$ cat src/rtl/rob_pkg.sv
// Reorder buffer shared types: register widths and entry layout.
// Imported by rob_if, rob_ptr and rob.
package rob_pkg;

  localparam int AREG_W = 5;
  localparam int PREG_W = 6;

  typedef struct packed {
    logic              valid;
    logic              done;
    logic              reg_write;
    logic [AREG_W-1:0] rd;
    logic [PREG_W-1:0] new_preg;
    logic [PREG_W-1:0] old_preg;
  } rob_entry_t;

endpackage

$ cat src/rtl/rob_if.sv
// Reorder buffer bundle: allocate, complete, retire and occupancy.
// master = rename/execute side, slave = ROB side.
interface rob_if #(
  parameter int DEPTH = 16,
  parameter int IDX_W = $clog2(DEPTH)
);
  import rob_pkg::*;

  logic              alloc_valid;
  logic              alloc_ready;
  logic [AREG_W-1:0] alloc_rd;
  logic              alloc_reg_write;
  logic [PREG_W-1:0] alloc_new_preg;
  logic [PREG_W-1:0] alloc_old_preg;
  logic [IDX_W-1:0]  alloc_idx;

  logic              cmpl_valid;
  logic [IDX_W-1:0]  cmpl_idx;

  logic              retire_valid;
  logic [AREG_W-1:0] retire_rd;
  logic [PREG_W-1:0] retire_new_preg;
  logic              retire_free_valid;
  logic [PREG_W-1:0] retire_free_preg;

  logic [IDX_W:0]    count;

  modport master (
    output alloc_valid, alloc_rd, alloc_reg_write,
    output alloc_new_preg, alloc_old_preg,
    output cmpl_valid, cmpl_idx,
    input  alloc_ready, alloc_idx,
    input  retire_valid, retire_rd, retire_new_preg,
    input  retire_free_valid, retire_free_preg,
    input  count
  );

  modport slave (
    input  alloc_valid, alloc_rd, alloc_reg_write,
    input  alloc_new_preg, alloc_old_preg,
    input  cmpl_valid, cmpl_idx,
    output alloc_ready, alloc_idx,
    output retire_valid, retire_rd, retire_new_preg,
    output retire_free_valid, retire_free_preg,
    output count
  );

endinterface

$ cat src/rtl/rob_ptr.sv
// Wrapping circular-buffer pointer; MSB is the wrap bit.
// Increment enable plus synchronous clear.
module rob_ptr #(
  parameter int W = 5
) (
  input  logic         clk,
  input  logic         rst_n,
  input  logic         clr_i,
  input  logic         inc_i,
  output logic [W-1:0] ptr_o
);

  logic [W-1:0] ptr_q, ptr_d;

  always_comb begin
    ptr_d = ptr_q;
    if (clr_i)      ptr_d = '0;
    else if (inc_i) ptr_d = ptr_q + W'(1);
  end

  always_ff @(posedge clk or negedge rst_n) begin
    if (!rst_n) ptr_q <= '0;
    else        ptr_q <= ptr_d;
  end

  assign ptr_o = ptr_q;

endmodule

$ cat src/rtl/rob.sv
// Reorder buffer: in-order retire of renamed instructions, frees old pregs.
// Optional ROB_FLUSH_EN adds a synchronous flush input.
module rob
  import rob_pkg::*;
#(
  parameter int DEPTH = 16,
  parameter int IDX_W = $clog2(DEPTH)
) (
  input  logic clk,
  input  logic rst_n,
`ifdef ROB_FLUSH_EN
  input  logic flush,
`endif
  rob_if.slave io
);

  logic [IDX_W:0]   head_ptr, tail_ptr;
  logic [IDX_W-1:0] head_idx, tail_idx;
  rob_entry_t       ent_q [DEPTH];
  rob_entry_t       ent_d [DEPTH];
  rob_entry_t       head_e;
  logic             full, clr, retire, alloc_fire;

`ifdef ROB_FLUSH_EN
  assign clr = flush;
`else
  assign clr = 1'b0;
`endif

  assign head_idx = head_ptr[IDX_W-1:0];
  assign tail_idx = tail_ptr[IDX_W-1:0];
  assign full     = (head_idx == tail_idx) &&
                    (head_ptr[IDX_W] != tail_ptr[IDX_W]);
  assign head_e   = ent_q[head_idx];

  // done is registered, so a head completion retires a cycle later
  assign retire     = head_e.valid && head_e.done && !clr;
  assign alloc_fire = io.alloc_valid && !full && !clr;

  rob_ptr #(.W(IDX_W+1)) u_head (
    .clk   (clk),
    .rst_n (rst_n),
    .clr_i (clr),
    .inc_i (retire),
    .ptr_o (head_ptr)
  );

  rob_ptr #(.W(IDX_W+1)) u_tail (
    .clk   (clk),
    .rst_n (rst_n),
    .clr_i (clr),
    .inc_i (alloc_fire),
    .ptr_o (tail_ptr)
  );

  always_comb begin
    ent_d = ent_q;
    if (io.cmpl_valid && ent_q[io.cmpl_idx].valid)
      ent_d[io.cmpl_idx].done = 1'b1;
    if (retire) begin
      ent_d[head_idx].valid = 1'b0;
      ent_d[head_idx].done  = 1'b0;
    end
    if (alloc_fire) begin
      ent_d[tail_idx].valid     = 1'b1;
      ent_d[tail_idx].done      = 1'b0;
      ent_d[tail_idx].reg_write = io.alloc_reg_write;
      ent_d[tail_idx].rd        = io.alloc_rd;
      ent_d[tail_idx].new_preg  = io.alloc_new_preg;
      ent_d[tail_idx].old_preg  = io.alloc_old_preg;
    end
    if (clr) begin
      for (int i = 0; i < DEPTH; i++) begin
        ent_d[i].valid = 1'b0;
        ent_d[i].done  = 1'b0;
      end
    end
  end

  always_ff @(posedge clk or negedge rst_n) begin
    if (!rst_n) begin
      for (int i = 0; i < DEPTH; i++)
        ent_q[i] <= '0;
    end else begin
      for (int i = 0; i < DEPTH; i++)
        ent_q[i] <= ent_d[i];
    end
  end

  assign io.alloc_ready = !full;
  assign io.alloc_idx   = tail_idx;
  assign io.count       = tail_ptr - head_ptr;

  assign io.retire_valid    = retire;
  assign io.retire_rd       = retire ? head_e.rd       : '0;
  assign io.retire_new_preg = retire ? head_e.new_preg : '0;

  // preg 0 is the hardwired zero mapping and never re-enters the free list
  assign io.retire_free_valid = retire && head_e.reg_write &&
                                (head_e.old_preg != '0);
  assign io.retire_free_preg  = retire ? head_e.old_preg : '0;

endmodule

$ cat src/flat_wrapper.sv
// flat-port wrapper written by rule: the top's interface ports become plain ports
module rob_flat import rob_pkg::*;
#(
  parameter int DEPTH = 16,
  parameter int IDX_W = $clog2(DEPTH)
)
  (clk, rst_n, io_alloc_valid, io_alloc_rd, io_alloc_reg_write, io_alloc_new_preg, io_alloc_old_preg, io_cmpl_valid, io_cmpl_idx, io_alloc_ready, io_alloc_idx, io_retire_valid, io_retire_rd, io_retire_new_preg, io_retire_free_valid, io_retire_free_preg, io_count);
  rob_if #(.DEPTH(DEPTH), .IDX_W(IDX_W)) io_i ();
  input  logic clk;
  input  logic rst_n;
  input wire logic [$bits(io_i.alloc_valid)-1:0] io_alloc_valid;
  input wire logic [$bits(io_i.alloc_rd)-1:0] io_alloc_rd;
  input wire logic [$bits(io_i.alloc_reg_write)-1:0] io_alloc_reg_write;
  input wire logic [$bits(io_i.alloc_new_preg)-1:0] io_alloc_new_preg;
  input wire logic [$bits(io_i.alloc_old_preg)-1:0] io_alloc_old_preg;
  input wire logic [$bits(io_i.cmpl_valid)-1:0] io_cmpl_valid;
  input wire logic [$bits(io_i.cmpl_idx)-1:0] io_cmpl_idx;
  output wire logic [$bits(io_i.alloc_ready)-1:0] io_alloc_ready;
  output wire logic [$bits(io_i.alloc_idx)-1:0] io_alloc_idx;
  output wire logic [$bits(io_i.retire_valid)-1:0] io_retire_valid;
  output wire logic [$bits(io_i.retire_rd)-1:0] io_retire_rd;
  output wire logic [$bits(io_i.retire_new_preg)-1:0] io_retire_new_preg;
  output wire logic [$bits(io_i.retire_free_valid)-1:0] io_retire_free_valid;
  output wire logic [$bits(io_i.retire_free_preg)-1:0] io_retire_free_preg;
  output wire logic [$bits(io_i.count)-1:0] io_count;
  assign io_i.alloc_valid = io_alloc_valid;
  assign io_i.alloc_rd = io_alloc_rd;
  assign io_i.alloc_reg_write = io_alloc_reg_write;
  assign io_i.alloc_new_preg = io_alloc_new_preg;
  assign io_i.alloc_old_preg = io_alloc_old_preg;
  assign io_i.cmpl_valid = io_cmpl_valid;
  assign io_i.cmpl_idx = io_cmpl_idx;
  assign io_alloc_ready = io_i.alloc_ready;
  assign io_alloc_idx = io_i.alloc_idx;
  assign io_retire_valid = io_i.retire_valid;
  assign io_retire_rd = io_i.retire_rd;
  assign io_retire_new_preg = io_i.retire_new_preg;
  assign io_retire_free_valid = io_i.retire_free_valid;
  assign io_retire_free_preg = io_i.retire_free_preg;
  assign io_count = io_i.count;
  rob #(.DEPTH(DEPTH), .IDX_W(IDX_W)) u_core (.clk(clk), .rst_n(rst_n), .io(io_i));
endmodule
$ cat config.mk
export PLATFORM = sky130hd
export DESIGN_NAME = rob_flat
export DESIGN_NICKNAME = d
export VERILOG_FILES = /design/src/rtl/rob_pkg.sv /design/src/rtl/rob_if.sv /design/src/rtl/rob_ptr.sv /design/src/rtl/rob.sv /design/src/flat_wrapper.sv
export SDC_FILE = /design/constraint.sdc
export NUM_CORES = 1
export LEC_CHECK = 0
export ABC_AREA = 1
export CELL_PAD_IN_SITES_DETAIL_PLACEMENT = 1
export CELL_PAD_IN_SITES_GLOBAL_PLACEMENT = 1
export CORE_MARGIN = 2
export CORE_UTILIZATION = 45
export CTS_CLUSTER_DIAMETER = 40
export CTS_CLUSTER_SIZE = 8
export DETAILED_ROUTE_END_ITERATION = 7
export GPL_ROUTABILITY_DRIVEN = 0
export MAX_ROUTING_LAYER = met4
export PLACE_DENSITY_LB_ADDON = 0.15
export RECOVER_POWER = 25
export SLEW_MARGIN = 15
export SYNTH_ARGS = -nofsm -noshare
export SYNTH_HDL_FRONTEND = slang
export SYNTH_HIERARCHICAL = 1
export SYNTH_SLANG_ARGS = --single-unit
$ cat constraint.sdc
create_clock -name clk -period 3.2 [get_ports clk]
set_input_delay 0.32 -clock clk [delete_from_list [all_inputs] [get_ports clk]]
set_output_delay 0.32 -clock clk [all_outputs]
set_load 0.01 [all_outputs]
==> flow_summary.toml <==
[run_status]
status = "finished, violations left"
violations = "capacitance limit, slew limit"

[timing]
hold_viol = 0
worst_pin_slew_ns = 2.496
fin_tns_setup_ns = 0
finClkSkew_ns = 0.02270
fmax_mhz = 332.1
maxSlewViolCount = 89
grt_setup_unrepaired = "false"
setup_viol = 0
period_share_pct = 94.11
max_slew_margin_pct = -66.38
period_needed_ns = 3.012
timing.hold.ws_ns = 0.4808

[setup_path]
start_kind = "register"
slowest_stage = "dfrtp_2"
path_max_fanout = 30
cp_top_family = "buffers and inverters"
crit_type = "reg2out"
endpoint_kind = "primary output"
required_ns = 2.88
max_stage_delay_ns = 0.45
critPathBufInv = 4
cp_data_arrival_time_ns = 2.69
crit_top_cell = "nand2_1"
path_cells = "buf_12 -> inv_6 -> bufbuf_16 -> nand2_1 -> nand2_1 -> nand2_1 -> nand3_1 -> nand2_1 -> nand2_1 -> nor2_2 -> nand3_1 -> nor2_1 -> nor2_1 -> clkdlybuf4s15_1"

[global_routing]
grt_pass1_vias = 14430
grt_max_degree = 92
grt_pass1_wl_mm = 83.66
grt_usage_pct = 30.42
grt_overflow = 0
antenna_found_initial = 0

[drt]
viasPerCell = 5.587
routed-via-count = 13870
ant_nets = 0
drc_errors = 0
wl_mm = 53.02
wl_per_cell_um = 21.35
drtIter0Drc = 754
dr.pass1.iters = 5

[pwr]
seq_power_share_pct = 34.6
power_density_mw_per_mm2 = 766.6
cell_internal_pwr_mw = 9.866
power.share.combinational_pct = 24.7
power_leakage_nw = 9.292
peakVddDrop_uv = 498.9
pwr-share-clk_pct = 40.7
switching_share_pct = 31.74
p_sw_mw = 4.588

[floorplanning]
die_area_mm2 = 0.03731
std_cell_rows = 69
start_util_pct = 45.48
die_w_um = 193.1
io_pins = 55
die_h_um = 193.1
core_mm2 = 0.03540

[logic_synthesis]
yosysWarnings = 6
synthesis.instances = 1949
synth_compound_area_share_pct = 15.80
synth_area_leaders = "dfrtp_1, nand2_1, o21ai_0"
synth_top_area_share_pct = 51.29
synth_xor_area_share_pct = 0.3264
synthDistinctLibCells = 36
syn_area_mm2 = 0.01610
synth_top_family_by_area = "simple AND/OR/NAND/NOR gates"
synth_seq_cells = 330
synthArstFlopShare_pct = 100.0
yosys.area_share.simple_pct = 23.70
syn_area_per_cell_um2 = 8.260
yosysSeqAreaShare_pct = 51.29
synth_ff_type = "dfrtp_1"
synth_edf_count = 0
synth_mux_area_share_pct = 0
synth_area_leader_cell = "dfrtp_1"
synthAdderAreaFrac_pct = 0.5907

[cells_and_area]
insertedDiodeCount = 0
final_nets = 2026
layout_common_cells = "nand2_1, dfrtp_1, o21ai_0, o22ai_1, nor2_1"
syn_to_final_growth_pct = 17.11
fillers = 4182
final_common_cell = "nand2_1"
layout-drive-gt1-share_pct = 12.46

[worst_hold_path]
hp-class = "reg2reg"

[clocking]
clkTransAtPathRegs_ns = 0.05
clockBufferDepth = 3
cts_made_buffers = 56
root_buffer = "clkbuf_16"
cts_sinks = 330
worst_skew_pair.late_latency_ns = 0.59
cts_tree = "built"
htreeDepth = 2

[place]
io_buffers = 54
hpwl_mm = 30.55

[run]
maxCapViolCount = 1
power by group through the flow:
stage | registers (mW) | logic (mW) | clock network, mW
final | 5.00 | 3.57 | 5.88
after global routing | 5.05 | 3.94 | 6.16
after CTS | 5.00 | 3.57 | 5.99
after detailed placement | 5.05 | 3.27 | 0
after global placement | 5.03 | 3.18 | 0
after floorplan | 4.95 | 2.13 | 0
what timing repair did:
| item | in CTS | in global routing |
|---|---|---|
| buffers inserted | 6 | 0 |
| setup endpoints to repair | 20 | 6 |
| gates resized for setup | 55 | 9 |
| pin swaps | 3 | 0 |
| hold buffers | 1 | 0 |
| gates cloned | 4 | 0 |
| endpoints found under the hold margin | 82 | 0 |
through the flow:
stage	util (%)	std cells	power [mW]	area (um2)	setup WS [ns]
floorplan	-	1954	7.082	16120	0.7364
global placement	47.23	2385	8.211	16720	0.2204
detailed placement	47.23	2385	8.320	16720	0.2129
CTS	53.27	2483	14.56	18850	0.01681
global route	53.26	2483	15.15	18850	0.03075
finish	53.26	2483	14.45	18850	0.1884
final timing paths:
kind / end / start / slack (ns) / cells past startpoint
max in group asynchronous: u_core/ent_q[181]$_DFFE_PN0P_ / rst_n / 0.61 / 3
worst min-delay path: u_core/ent_q[105]$_DFFE_PN0P_ / u_core/ent_q[105]$_DFFE_PN0P_ / 0.48 / 2
worst max register to register: u_core/ent_q[268]$_DFFE_PN0P_ / u_core/u_head/ptr_o[2]$_DFFE_PN0P_ / 0.56 / 10
min in group asynchronous: u_core/u_tail/ptr_o[4]$_DFFE_PN0P_ / rst_n / 1.02 / 2
worst max-delay path: io_retire_free_valid / u_core/u_head/ptr_o[0]$_DFFE_PN0P_ / 0.19 / 14
worst min register to register: u_core/ent_q[105]$_DFFE_PN0P_ / u_core/ent_q[105]$_DFFE_PN0P_ / 0.48 / 2
cells in the mapped netlist (23+ instances only):
| cell | n |
|---|---|
| nand3_1 | 37 |
| dfrtp_1 | 330 |
| inv_1 | 64 |
| nand2_2 | 23 |
| o21ai_2 | 28 |
| buf_2 | 29 |
| o21ai_1 | 66 |
| nand2_1 | 730 |
| o21ai_0 | 252 |
| o22ai_1 | 94 |
| nor2_1 | 97 |
| clkbuf_1 | 45 |
sequential cells by signal, indices dropped and copies added, names as in the netlist:
| name | flops |
|---|---|
| u_core/ent_q | 320 |
| u_core/u_tail/ptr_o | 5 |
| u_core/u_head/ptr_o | 5 |
worst min-delay path: stages, from the launching register on:
cell and delay (ns):
dfrtp_1 0.34, nand2_1 0.05, o21ai_0 0.05
layer usage:
layer  part of all wire, %  vias up  track usage (%)
li1                      -     6456                -
met1                    45     6972            39.93
met2                    48      353            49.86
met3                   4.3       92            3.403
met4                   2.5        0            9.207
met5                     0        -                -
logic make-up after synthesis:
kind of cell	count (synthesis)
AND/OR/NAND/NOR	930
AO/OA/AOI/OAI	462
other	1
adder cells (fa/ha/maj)	7
buffers and inverters	213
flip-flops	330
XOR/XNOR	6
cell type report:
class | count | area, um2 | area share, %
well taps | 461 | 576.8 | 3.059
inverters | 73 | 309.0 | 1.639
repair buffers | 121 | 1303 | 6.909
multi-input cells | 1411 | 6588 | 34.94
flip-flops and latches | 330 | 8263 | 43.83
clock inverters | 18 | 304.0 | 1.613
clock buffers | 69 | 1510 | 8.010
(Power assumes the default switching activity.)
